### src/rtl/db_pkg.sv
// Shared constants and the counter-width helper for the multi-channel debouncer.
// Include the long-press hold counters by defining DB_MULTI_LONGPRESS_EN.
package db_pkg;

    localparam int DB_STABLE_100MHZ = 262144;
    localparam int DB_LONG_100MHZ   = 50000000;

    // Ceiling log2, so that db_clog2(n + 1) bits can hold the values 0..n.
    function automatic int db_clog2(input longint unsigned value);
        int              width;
        longint unsigned rem;
        width = 0;
        rem   = (value == 0) ? 0 : value - 1;
        for (int i = 0; i < 64; i++) begin
            if (rem != 0) begin
                width = width + 1;
                rem   = rem >> 1;
            end
        end
        return width;
    endfunction

endpackage

### src/rtl/db_chan.sv
// One debounced channel: 2-FF synchroniser, stability counter, level, and press/release strobes.
// Define DB_MULTI_LONGPRESS_EN to add the saturating hold counter that drives long_press_o.
module db_chan
    import db_pkg::*;
#(
    parameter int STABLE_CYCLES = DB_STABLE_100MHZ
`ifdef DB_MULTI_LONGPRESS_EN
    ,
    parameter int LONG_CYCLES   = DB_LONG_100MHZ
`endif
) (
    input  logic clk,
    input  logic reset,
    input  logic btn_i,
    output logic level_o,
    output logic press_o,
    output logic release_o,
    output logic long_press_o
);

    localparam int               CNT_W    = db_clog2(STABLE_CYCLES + 1);
    localparam logic [CNT_W-1:0] CNT_LAST = CNT_W'(STABLE_CYCLES - 1);
    localparam logic [CNT_W-1:0] CNT_ONE  = CNT_W'(1);

    logic             s1_q, s1_d;
    logic             s2_q, s2_d;
    logic             level_q, level_d;
    logic             press_q, press_d;
    logic             release_q, release_d;
    logic [CNT_W-1:0] cnt_q, cnt_d;

    // Any cycle where the synchronised input matches the level restarts the count.
    always_comb begin
        s1_d      = btn_i;
        s2_d      = s1_q;
        level_d   = level_q;
        cnt_d     = cnt_q;
        press_d   = 1'b0;
        release_d = 1'b0;
        if (s2_q == level_q) begin
            cnt_d = '0;
        end else if (cnt_q == CNT_LAST) begin
            level_d   = s2_q;
            cnt_d     = '0;
            press_d   = s2_q;
            release_d = ~s2_q;
        end else begin
            cnt_d = cnt_q + CNT_ONE;
        end
    end

    always_ff @(posedge clk) begin
        if (reset) begin
            s1_q      <= 1'b0;
            s2_q      <= 1'b0;
            level_q   <= 1'b0;
            press_q   <= 1'b0;
            release_q <= 1'b0;
            cnt_q     <= '0;
        end else begin
            s1_q      <= s1_d;
            s2_q      <= s2_d;
            level_q   <= level_d;
            press_q   <= press_d;
            release_q <= release_d;
            cnt_q     <= cnt_d;
        end
    end

    assign level_o   = level_q;
    assign press_o   = press_q;
    assign release_o = release_q;

`ifdef DB_MULTI_LONGPRESS_EN
    localparam int                HOLD_W    = db_clog2(LONG_CYCLES + 1);
    localparam logic [HOLD_W-1:0] HOLD_LAST = HOLD_W'(LONG_CYCLES - 1);
    localparam logic [HOLD_W-1:0] HOLD_MAX  = HOLD_W'(LONG_CYCLES);
    localparam logic [HOLD_W-1:0] HOLD_ONE  = HOLD_W'(1);

    logic [HOLD_W-1:0] hold_q, hold_d;
    logic              long_q, long_d;

    // Saturation at HOLD_MAX keeps the strobe from repeating until level drops.
    always_comb begin
        hold_d = hold_q;
        long_d = 1'b0;
        if (!level_q) begin
            hold_d = '0;
        end else if (hold_q == HOLD_LAST) begin
            hold_d = HOLD_MAX;
            long_d = 1'b1;
        end else if (hold_q != HOLD_MAX) begin
            hold_d = hold_q + HOLD_ONE;
        end
    end

    always_ff @(posedge clk) begin
        if (reset) begin
            hold_q <= '0;
            long_q <= 1'b0;
        end else begin
            hold_q <= hold_d;
            long_q <= long_d;
        end
    end

    assign long_press_o = long_q;
`else
    assign long_press_o = 1'b0;
`endif

endmodule

### src/rtl/db_multi.sv
// Multi-channel button debouncer: polarity normalisation plus one db_chan per input.
// Define DB_MULTI_LONGPRESS_EN to enable long_press; release is a reserved word, so that port is named release_.
module db_multi
    import db_pkg::*;
#(
    parameter int CHANNELS      = 4,
    parameter int STABLE_CYCLES = DB_STABLE_100MHZ,
    parameter int ACTIVE_LOW    = 0,
    parameter int LONG_CYCLES   = DB_LONG_100MHZ
) (
    input  logic                clk,
    input  logic                reset,
    input  logic [CHANNELS-1:0] btn_in,
    output logic [CHANNELS-1:0] level,
    output logic [CHANNELS-1:0] press,
    output logic [CHANNELS-1:0] release_,
    output logic [CHANNELS-1:0] long_press
);

    logic [CHANNELS-1:0] btn_x;

    // Everything downstream of this point is active-high.
    assign btn_x = (ACTIVE_LOW != 0) ? ~btn_in : btn_in;

    generate
        if (CHANNELS < 1 || STABLE_CYCLES < 1 || LONG_CYCLES < 1) begin : g_bad_params
            $error("db_multi: CHANNELS, STABLE_CYCLES and LONG_CYCLES must all be >= 1");
        end

        for (genvar i = 0; i < CHANNELS; i++) begin : g_chan
            db_chan #(
                .STABLE_CYCLES (STABLE_CYCLES)
`ifdef DB_MULTI_LONGPRESS_EN
                ,
                .LONG_CYCLES   (LONG_CYCLES)
`endif
            ) u_chan (
                .clk          (clk),
                .reset        (reset),
                .btn_i        (btn_x[i]),
                .level_o      (level[i]),
                .press_o      (press[i]),
                .release_o    (release_[i]),
                .long_press_o (long_press[i])
            );
        end
    endgenerate

endmodule
### config.mk
export PLATFORM = sky130hd
export DESIGN_NAME = db_multi
export DESIGN_NICKNAME = d
export VERILOG_FILES = /design/src/rtl/db_pkg.sv /design/src/rtl/db_chan.sv /design/src/rtl/db_multi.sv
export SDC_FILE = /design/constraint.sdc
export NUM_CORES = 1
export LEC_CHECK = 0
export ABC_CLOCK_PERIOD_IN_PS = 2600
export BUFFER_PORTS_ARGS = -buffer_cell sky130_fd_sc_hd__buf_4
export CORE_ASPECT_RATIO = 1.75
export CORE_MARGIN = 8
export CORE_UTILIZATION = 50
export CTS_BUF_LIST = sky130_fd_sc_hd__clkbuf_4
export DETAILED_ROUTE_END_ITERATION = 16
export PLACE_DENSITY = 0.67
export SLEW_MARGIN = 20
export SYNTH_ARGS = -nofsm -noshare
export SYNTH_HDL_FRONTEND = slang
export SYNTH_HIERARCHICAL = 1
export SYNTH_SLANG_ARGS = --single-unit
### constraint.sdc
create_clock -name clk -period 2.6 [get_ports clk]
set_input_delay 0 -clock clk [delete_from_list [all_inputs] [get_ports clk]]
set_output_delay 0 -clock clk [all_outputs]
set_load 0.01 [all_outputs]
==> results by group, run 1 <==
Outcome
  – Outcome: completed

Synthesis
  – Syn Nets: 454
  – Syn Area/Cell: 9.05 um^2
  – Synth cell types: 27
  – Post-synth EDFFs: 0
  – Register area share after synthesis: 47.8%
  – Share of flip-flops with an asynchronous set or reset: 0%
  – Mapped Cells: 444
  – Yosys reg bits: 96
  – Main synth FF type: dfxtp_1
  – Ys Warns: 6
  – Netlist Area Pre-Place: 0.00402 mm^2

Power and ir drop
  – Logic gate share of total power: 1.8%
  – Switching Power: 524 uW
  – Clock Power Share: 39.1%
  – Worst VDD drop: 0.333 mV
  – Net switching share of the total power: 20.9%
  – Seq pwr share: 59.1%
  – P_int: 1.99 mW
  – Static leakage: 1.37 nW
  – Pwr/cell area: 561 mW/mm^2

Place
  – GPL Wtd Cong: 0.873
  – Post-DP HPWL: 5.20 mm
  – Number of port buffers: 17
  – Placed inst area: 0.00419 mm^2
  – Pre-CTS WS: 434 ps

Die
  – Die Area: 0.0113 mm^2
  – Num rows: 43
  – Starting Density: 51.2%
  – Core ar.: 0.00786 mm^2
  – Die Width: 83.8 um
  – Die Height: 135 um
  – Ports: 22

Clocking
  – Reg clk slew, reported paths: 150 ps
  – Total clock buffers created by CTS: 9
  – Root buf cell: clkbuf_4
  – Post-cts sizing count: 0
  – Longest Clk Path Bufs: 2
  – H-tree depth: 3
  – Clock Latency Late Sink: 450 ps
  – CTS Sinks: 96
  – CTS tree: yes

Worst setup path
  – CP required: 2930 ps
  – Crit path max fanout: 15
  – Top delay family on crit path: simple AND/OR/NAND/NOR gates
  – R2r setup slk: 430 ps
  – Max incr delay on CP: 580 ps
  – Worst path buffer plus inverter count: 0
  – Reg2reg end: g_chan[1].u_chan/cnt_q[13]
  – Worst EP arrival: 2500 ps
  – Crit path max-delay cell type: or4_1
  – Crit path launch type: flop
  – Kind of end point of the critical path: flop
  – Cell count of the worst reg-to-reg path: 5
  – Critical path, cell by cell: ha_1 -> nand3_1 -> or4_1 -> o21ai_2 -> nor2_1
  – R2R Path Start: g_chan[1].u_chan/cnt_q[0]
  – Setup Crit Path Kind: flop to flop

STA
  – Endpoints failing setup: 0
  – Unrepaired setup endpoints after global routing: no
  – Hold WS: 415 ps
  – Crit path time final: 2170 ps
  – Worst-Margin Slew: 662 ps
  – F_max: 0.461 GHz
  – Final Hold Fails: 0
  – Slew HR: 55.5%
  – Setup ws final: 432 ps
  – Fin Setup TNS: 0 ps
  – Slew Viols, Final: 0
  – Final setup skew: 21.8 ps
  – Final period util: 83.4%

Routing
  – DR WL/cell: 12.7 um
  – DRC Markers: 0
  – Post-route ant nets: 0
  – Number of DRC markers in iteration 0: 133
  – Routed vias/inst: 5.39
  – DR pass1 iterations: 4
  – Vias: 3,057
  – Routed WL: 7.18 mm

Cells and area
  – Area grow syn2layout: 11.3%
  – Layout cells sized above 1: 9.66%
  – Commonest cells after routing, fill and taps aside: dfxtp_1 (96), nor2_1 (84), xnor2_1 (48)
  – Final Core Density: 56.9%
  – Final instance area: 0.00447 mm^2
  – Layout fillers: 711
  – Nets: 481
  – Most common cell after layout, fill and taps aside: dfxtp_1

Hold path
  – Min-Delay Endpoint: g_chan[2].u_chan/level_o
  – HP Class: input pin to flop
  – Hold path cells: 3
  – Hold Startpoint: reset

Global route
  – Antenna violations before repair: 1
  – Wire length of the first global-routing pass: 12.7 mm
  – Total track usage: 13.4%
  – Vias in the first global route: 2,907
  – Largest net degree at the start of global routing: 21
  – Overflow after GRT: 0

Flow run
  – Max Cap Viol: 0
==> Yosys cell counts, types with 8 or more instances <==
cell type | n | area [um^2]
inv_1 | 12 | 45.0
a21oi_1 | 8 | 40.0
nor3_1 | 12 | 60.1
nand3_1 | 28 | 140
o21ai_0 | 8 | 40.0
and3_1 | 8 | 50.1
xor2_1 | 12 | 105
nand2_1 | 24 | 90.1
nand4_1 | 16 | 100
nor2_1 | 84 | 315
nor4b_1 | 8 | 70.1
xnor2_1 | 48 | 420
nor4_1 | 20 | 125
buf_4 | 8 | 60.1
nor2b_1 | 8 | 50.1
dfxtp_1 | 96 | 1920
==> metal layers <==
metal  track usage (%)  up-vias  part of all wire, %
li1                  -     1566                    -
met1              14.4     1435                   44
met2              23.5       44                   51
met3              2.35       12                  3.1
met4              8.88        0                  2.0
met5                 0        -                    0
==> power groups by stage <==
stage / Sequential, mW / Clock (mW) / Combinational, mW
finish: 1.48 / 0.982 / 0.0443
global route: 1.49 / 1.07 / 0.0488
CTS: 1.48 / 1.01 / 0.0448
detailed placement: 1.52 / 0 / 0.0344
global placement: 1.52 / 0 / 0.0340
floorplan: 1.52 / 0 / 0.0249
==> what timing repair did <==
action,CTS,global route
buffers inserted,0,0
hold buffers,9,0
hold endpoints to repair,16,0
==> per-stage QoR <==
step	power, mW	instances
after floorplan	1.54	444
after global placement	1.55	541
after detailed placement	1.55	541
after CTS	2.54	566
after global routing	2.60	567
final	2.51	567
==> layout make-up <==
type	instances	area, um^2	share of cell area, %
Timing Repair Buffer	28	233	5.20
Multi-Input combinational cell	324	1970	44.1
Sequential cell	96	1920	43.0
Clock inverter	7	118	2.63
Inverter	12	45.0	1.01
Tap cell	90	113	2.52
Clock buffer	9	67.6	1.51
Antenna cell	1	2.50	0.0560
==> registers in the layout, summed over array words and instances, names as in the netlist <==
signal	count
g_chan.u_chan/s2_q	4
g_chan.u_chan/cnt_q	76
g_chan.u_chan/press_o	4
g_chan.u_chan/s1_q	4
g_chan.u_chan/release_o	4
g_chan.u_chan/level_o	4
==> worst max-delay path by stage <==
stage / slack, ps / to / start / cells past startpoint
global placement: 480 / g_chan[1].u_chan/cnt_q[3] / g_chan[1].u_chan/cnt_q[0] / 5
floorplan: 840 / g_chan[0].u_chan/cnt_q[10] / g_chan[0].u_chan/cnt_q[0] / 7
finish: 430 / g_chan[1].u_chan/cnt_q[13] / g_chan[1].u_chan/cnt_q[0] / 5
global route: 250 / g_chan[1].u_chan/cnt_q[13] / g_chan[1].u_chan/cnt_q[0] / 5
detailed placement: 430 / g_chan[1].u_chan/cnt_q[4] / g_chan[1].u_chan/cnt_q[0] / 5
CTS: 400 / g_chan[1].u_chan/cnt_q[13] / g_chan[1].u_chan/cnt_q[0] / 5
==> tightest hold or removal path: stages <==
cell,delay (ps)
dlygate4sd3_1,520
buf_4,240
a21oi_1,60
==> cell families after synthesis <==
| logic type | Yosys count | share of synthesized area (%) |
|---|---|---|
| multiplexers | 4 | 0.996 |
| adder cells (fa/ha/maj) | 4 | 1.25 |
| AO/OA/AOI/OAI | 24 | 3.86 |
| AND/OR/NAND/NOR | 228 | 29.5 |
| flip-flops | 96 | 47.8 |
| other | 4 | 0.373 |
| buffers and inverters | 24 | 3.11 |
| XOR/XNOR | 60 | 13.1 |
Power figures use the tool's default switching activity.
==> inputs of run 2 (changes only) <==
--- a/config.mk
+++ b/config.mk
@@ -5,14 +5,14 @@
 export SDC_FILE = /design/constraint.sdc
 export NUM_CORES = 1
 export LEC_CHECK = 0
-export ABC_CLOCK_PERIOD_IN_PS = 2600
+export ABC_CLOCK_PERIOD_IN_PS = 1800
 export BUFFER_PORTS_ARGS = -buffer_cell sky130_fd_sc_hd__buf_4
 export CORE_ASPECT_RATIO = 1.75
 export CORE_MARGIN = 8
 export CORE_UTILIZATION = 50
 export CTS_BUF_LIST = sky130_fd_sc_hd__clkbuf_4
 export DETAILED_ROUTE_END_ITERATION = 16
-export PLACE_DENSITY = 0.67
+export PLACE_DENSITY = 0.7
 export SLEW_MARGIN = 20
 export SYNTH_ARGS = -nofsm -noshare
 export SYNTH_HDL_FRONTEND = slang
==> constraint.sdc (replaced) <==
create_clock -name clk -period 1.8 [get_ports clk]
set_input_delay 0 -clock clk [delete_from_list [all_inputs] [get_ports clk]]
set_output_delay 0 -clock clk [all_outputs]
set_load 0.01 [all_outputs]
==> run 2 against run 1 <==
Core utilization grew 4.5 points. Die area unchanged. Flip-flop and latch count did not move. Wire length rose by 8.8%. Count of clock-buffer cells in the layout rose by 2. Register-to-register slack got worse by 360 ps. Hold slack better by 13 ps. Clock power rose by 17%. Sequential share of layout area is 3.0 points lower.
==> results by group, run 2 (synthesis results as in run 1) <==
Cells and area
  – Layout fillers: 680
  – Layout cells sized above 1: 20.8%
  – Final Core Density: 61.5%
  – Multi-input logic area: 0.00203 mm^2
  – Commonest cells after routing, fill and taps aside: dfxtp_1 (90), nor2_1 (84), buf_4 (61)
  – Area grow syn2layout: 20.1%
  – Sequential cell area: 0.00193 mm^2
  – Nets: 524
  – Max reg flops: 76
  – Most common cell after layout, fill and taps aside: dfxtp_1
  – Reg with most FFs: g_chan.u_chan/cnt_q

Clocking
  – Longest Clk Path Bufs: 2
  – Reg clk slew, reported paths: 140 ps
  – CTS tree: yes
  – Clock Latency Late Sink: 450 ps
  – Root buf cell: clkbuf_4
  – H-tree depth: 3
  – Total clock buffers created by CTS: 9
  – CTS Sinks: 96

Place
  – Number of port buffers: 17
  – GPL Wtd Cong: 0.834
  – Post-DP HPWL: 5.73 mm

Hold path
  – HP Class: input pin to flop
  – Hold Startpoint: reset

Power and ir drop
  – Static leakage: 1.56 nW
  – Pwr/cell area: 698 mW/mm^2
  – Worst VDD drop: 0.408 mV

Global route
  – Total track usage: 14.4%
  – Antenna violations before repair: 1
  – Vias in the first global route: 3,118
  – Wire length of the first global-routing pass: 13.6 mm
  – Largest net degree at the start of global routing: 21
  – Overflow after GRT: 0

Routing
  – Number of DRC markers in iteration 0: 137
  – DR WL/cell: 12.8 um
  – DR pass1 iterations: 4
  – Vias: 3,230
  – Routed WL: 7.82 mm
  – Post-route ant nets: 0
  – DRC Markers: 0
  – Routed vias/inst: 5.30

STA
  – Fin Setup TNS: 0 ps
  – Unrepaired setup endpoints after global routing: no
  – Final Hold Fails: 0
  – Final setup skew: 12.1 ps
  – Crit path time final: 1720 ps
  – F_max: 0.580 GHz
  – Endpoints failing setup: 0
  – Slew Viols, Final: 0
  – Final period util: 95.7%

Die
  – Starting Density: 51.2%
  – Die Width: 83.8 um
  – Die Height: 135 um
  – Num rows: 43
  – Ports: 22
  – Core ar.: 0.00786 mm^2
  – Die Area: 0.0113 mm^2

Outcome
  – Outcome: completed

Worst setup path
  – Kind of end point of the critical path: flop
  – Setup Crit Path Kind: flop to flop
  – Crit path max fanout: 6
  – Crit path launch type: flop
  – R2R Path Start: g_chan[1].u_chan/cnt_q[0]
  – CP required: 2180 ps
  – Critical Path Source: g_chan[1].u_chan/cnt_q[0]
  – Worst EP arrival: 2110 ps

Flow run
  – Max Cap Viol: 0
[run 2: changes by cell type in the layout (fill, tap and decap cells not counted), sizes merged]
| cell | change |
|---|---|
| buf | +43 |
| bufinv | -2 |
| clkbuf | +2 |
| clkinvlp | +1 |
| inv | -1 |
[run 2: stage by stage]
stage               total power, mW  instance area (um^2)  hold WS (ps)  setup slack, ps  instances
floorplan                      2.22                  4020          69.1             35.1        444
global placement               2.25                  4530           216             76.0        584
detailed placement             2.25                  4530           214             3.72        584
CTS                            3.41                  4770           388             2.46        609
global route                   3.52                  4830           401             3.84        610
finish                         3.37                  4830           428             76.8        610
[run 2: timing repair]
action	CTS	global route
buffers inserted	0	0
setup endpoints to repair	15	68
endpoints found under the hold margin	16	0
resized for setup	2	16
hold buffers	9	0
[run 2: cell type report]
type / count / area share, %
Inverter: 12 / 0.933
Clock inverter: 5 / 1.19
Multi-Input combinational cell: 324 / 42.0
Tap cell: 90 / 2.33
Timing Repair Buffer: 71 / 11.8
Clock buffer: 11 / 1.71
Antenna cell: 1 / 0.0518
Sequential cell: 96 / 40.0
[run 2: critical path, cell delays in order (launching register included)]
cell and delay [ps]:
dfxtp_2 380, ha_2 200, nand3_1 130, or4_4 500
or3_1 330, a21oi_1 140
[run 2: power breakdown]
part / internal (mW) / switching (mW) / leakage, nW
logic: 0.0375 / 0.0354 / 0.717
clock network: 0.452 / 0.699 / 0.0691
registers: 2.14 / 0.00835 / 0.778
total: 2.63 / 0.742 / 1.56
[run 2: worst paths after layout]
kind,endpoint,slack (ps),cells past startpoint
worst min-delay path,g_chan[1].u_chan/level_o,430,3
worst min register to register,g_chan[2].u_chan/cnt_q[0],440,1
worst max-delay path,g_chan[1].u_chan/cnt_q[16],80,5
worst max register to register,g_chan[1].u_chan/cnt_q[16],80,5
[run 2: routing by layer]
layer	GRT usage (%)	part of all wire, %	wire [um]
met2	25.4	54	4200
met3	4.34	3.4	269
met5	0	0	0
met1	14.7	40	3170
met4	7.92	2.3	177
==> inputs of run 3 (changes only) <==
--- a/config.mk
+++ b/config.mk
@@ -8,7 +8,7 @@
 export ABC_CLOCK_PERIOD_IN_PS = 1800
 export BUFFER_PORTS_ARGS = -buffer_cell sky130_fd_sc_hd__buf_4
 export CORE_ASPECT_RATIO = 1.75
-export CORE_MARGIN = 8
+export CORE_MARGIN = 1
 export CORE_UTILIZATION = 50
 export CTS_BUF_LIST = sky130_fd_sc_hd__clkbuf_4
 export DETAILED_ROUTE_END_ITERATION = 16
==> run 3 against run 2 <==
Setup slack worse by 6.6 ps. Fmax shrank 0.38%. Cell area down 0.86%. Hold slack gained 1.2 ps. Clock power shrank 12%. Via count is 0.12% higher. Sequential power is essentially flat. Sequential share of layout area rose by 0.29 points. Total power fell by 4.2%. Critical path depth unchanged. Core utilization is 0.92 points higher. Largest cell class unchanged.
==> results by group, run 3 (synthesis results as in run 1) <==
Outcome
  – Outcome: completed

Die
  – Core ar.: 0.00767 mm^2
  – Die Area: 0.00841 mm^2
  – Num rows: 42
  – Die Width: 69.8 um
  – Ports: 22
  – Starting Density: 52.4%
  – Die Height: 121 um

STA
  – Final setup skew: 14.9 ps
  – Fin Setup TNS: 0 ps
  – Crit path time final: 1730 ps
  – Final Hold Fails: 0
  – Endpoints failing setup: 0
  – Final period util: 96.1%
  – Unrepaired setup endpoints after global routing: no
  – Setup ws final: 70.2 ps
  – Slew Viols, Final: 0
  – F_max: 0.578 GHz

Worst setup path
  – Crit path max fanout: 6
  – CP required: 2190 ps
  – Crit path max-delay cell type: or4_4
  – Worst EP arrival: 2120 ps
  – Crit path launch type: flop
  – Critical path, cell by cell: ha_2 -> nand3_1 -> or4_4 -> or3_1 -> a21oi_1
  – Kind of end point of the critical path: flop
  – Max incr delay on CP: 480 ps
  – Setup Crit Path Kind: flop to flop

Cells and area
  – Layout cells sized above 1: 19.7%
  – Reg with most FFs: g_chan.u_chan/cnt_q
  – Multi-input logic area: 0.00202 mm^2
  – Layout fillers: 652
  – Most common cell after layout, fill and taps aside: dfxtp_1
  – Area grow syn2layout: 19.1%
  – Final Core Density: 62.4%
  – Nets: 523
  – Max reg flops: 76
  – Sequential cell area: 0.00193 mm^2
  – Commonest cells after routing, fill and taps aside: dfxtp_1 (92), nor2_1 (84), buf_4 (59)

Clocking
  – CTS Sinks: 96
  – CTS tree: yes
  – H-tree depth: 3
  – Root buf cell: clkbuf_4
  – Clock Latency Late Sink: 440 ps
  – Longest Clk Path Bufs: 2
  – Setup bufs post-CTS: 0
  – Reg clk slew, reported paths: 140 ps
  – Total clock buffers created by CTS: 9

Routing
  – Number of DRC markers in iteration 0: 159
  – DR WL/cell: 12.2 um
  – Routed WL: 7.41 mm
  – Vias: 3,234
  – Routed vias/inst: 5.33
  – DR pass1 iterations: 4
  – DRC Markers: 0
  – Post-route ant nets: 0

Global route
  – Antenna violations before repair: 1
  – Total track usage: 19.0%
  – Largest net degree at the start of global routing: 21
  – Vias in the first global route: 3,029
  – Overflow after GRT: 0
  – Wire length of the first global-routing pass: 12.9 mm

Place
  – GPL Wtd Cong: 0.833
  – Post-DP HPWL: 5.36 mm
  – Number of port buffers: 17
  – Pre-CTS WS: -26.6 ps

Hold path
  – HP Class: input pin to flop

Power and ir drop
  – Worst VDD drop: 0.517 mV
  – Design Power: 3.23 mW
  – Static leakage: 1.56 nW
  – Pwr/cell area: 674 mW/mm^2

Flow run
  – Max Cap Viol: 0
-- run 3: cell types whose count changed in the layout (fill, tap and decap cells not counted), sizes merged --
| cell | delta |
|---|---|
| clkinvlp | -1 |
| clkbuf | +2 |
| buf | -1 |
| bufinv | -1 |
-- run 3: final cells by class --
class                      count  area share (%)
antenna                        1          0.0523
clock buffer                  13            2.04
clock inverter                 3           0.392
timing repair buffer          70            11.8
inverter                      12           0.941
multi-input combinational    324            42.2
tap                           88            2.30
sequential                    96            40.3
-- run 3: worst max-delay path, delay by kind of cell, from the launching register on --
kind            cells  cell delay [ps]
compound gates      1              140
fa+ha+maj           1              220
flops               1              400
simple gates        3              920
-- run 3: repair_timing --
item                       CTS  global route
hold buffers                 9             0
hold endpoints to repair    16             0
setup endpoints to repair   17            49
resized for setup            3            12
-- run 3: final timing paths --
path	startpoint	to	slack [ps]	cells past startpoint
worst min-delay path	reset	g_chan[0].u_chan/level_o	430	3
worst min register to register	g_chan[3].u_chan/cnt_q[0]	g_chan[3].u_chan/cnt_q[0]	440	1
worst max-delay path	g_chan[0].u_chan/cnt_q[1]	g_chan[0].u_chan/cnt_q[16]	70	5
worst max register to register	g_chan[0].u_chan/cnt_q[1]	g_chan[0].u_chan/cnt_q[16]	70	5
-- run 3: metal layers --
| metal | track usage, % | wire [um] | part of all wire, % | vias to the layer above |
|---|---|---|---|---|
| met5 | 0 | 0 | 0 | - |
| met4 | 8.88 | 139 | 1.9 | 0 |
| met3 | 4.42 | 203 | 2.7 | 12 |
| met2 | 34.1 | 3850 | 52 | 38 |
| met1 | 20.8 | 3220 | 43 | 1522 |
| li1 | - | - | - | 1662 |
-- run 3: stage by stage --
step,instance area (um^2),hold WS [ps],cells
after floorplan,4020,69.1,444
after global placement,4520,220,581
after detailed placement,4520,214,581
after CTS,4740,374,606
after global routing,4790,434,607
final,4790,429,607
-- run 3: power by group --
part / leakage (nW) / switching (mW) / internal (mW)
Clock: 0.0617 / 0.667 / 0.343
Sequential: 0.777 / 0.00789 / 2.14
Combinational: 0.721 / 0.0352 / 0.0366
Total: 1.56 / 0.710 / 2.52
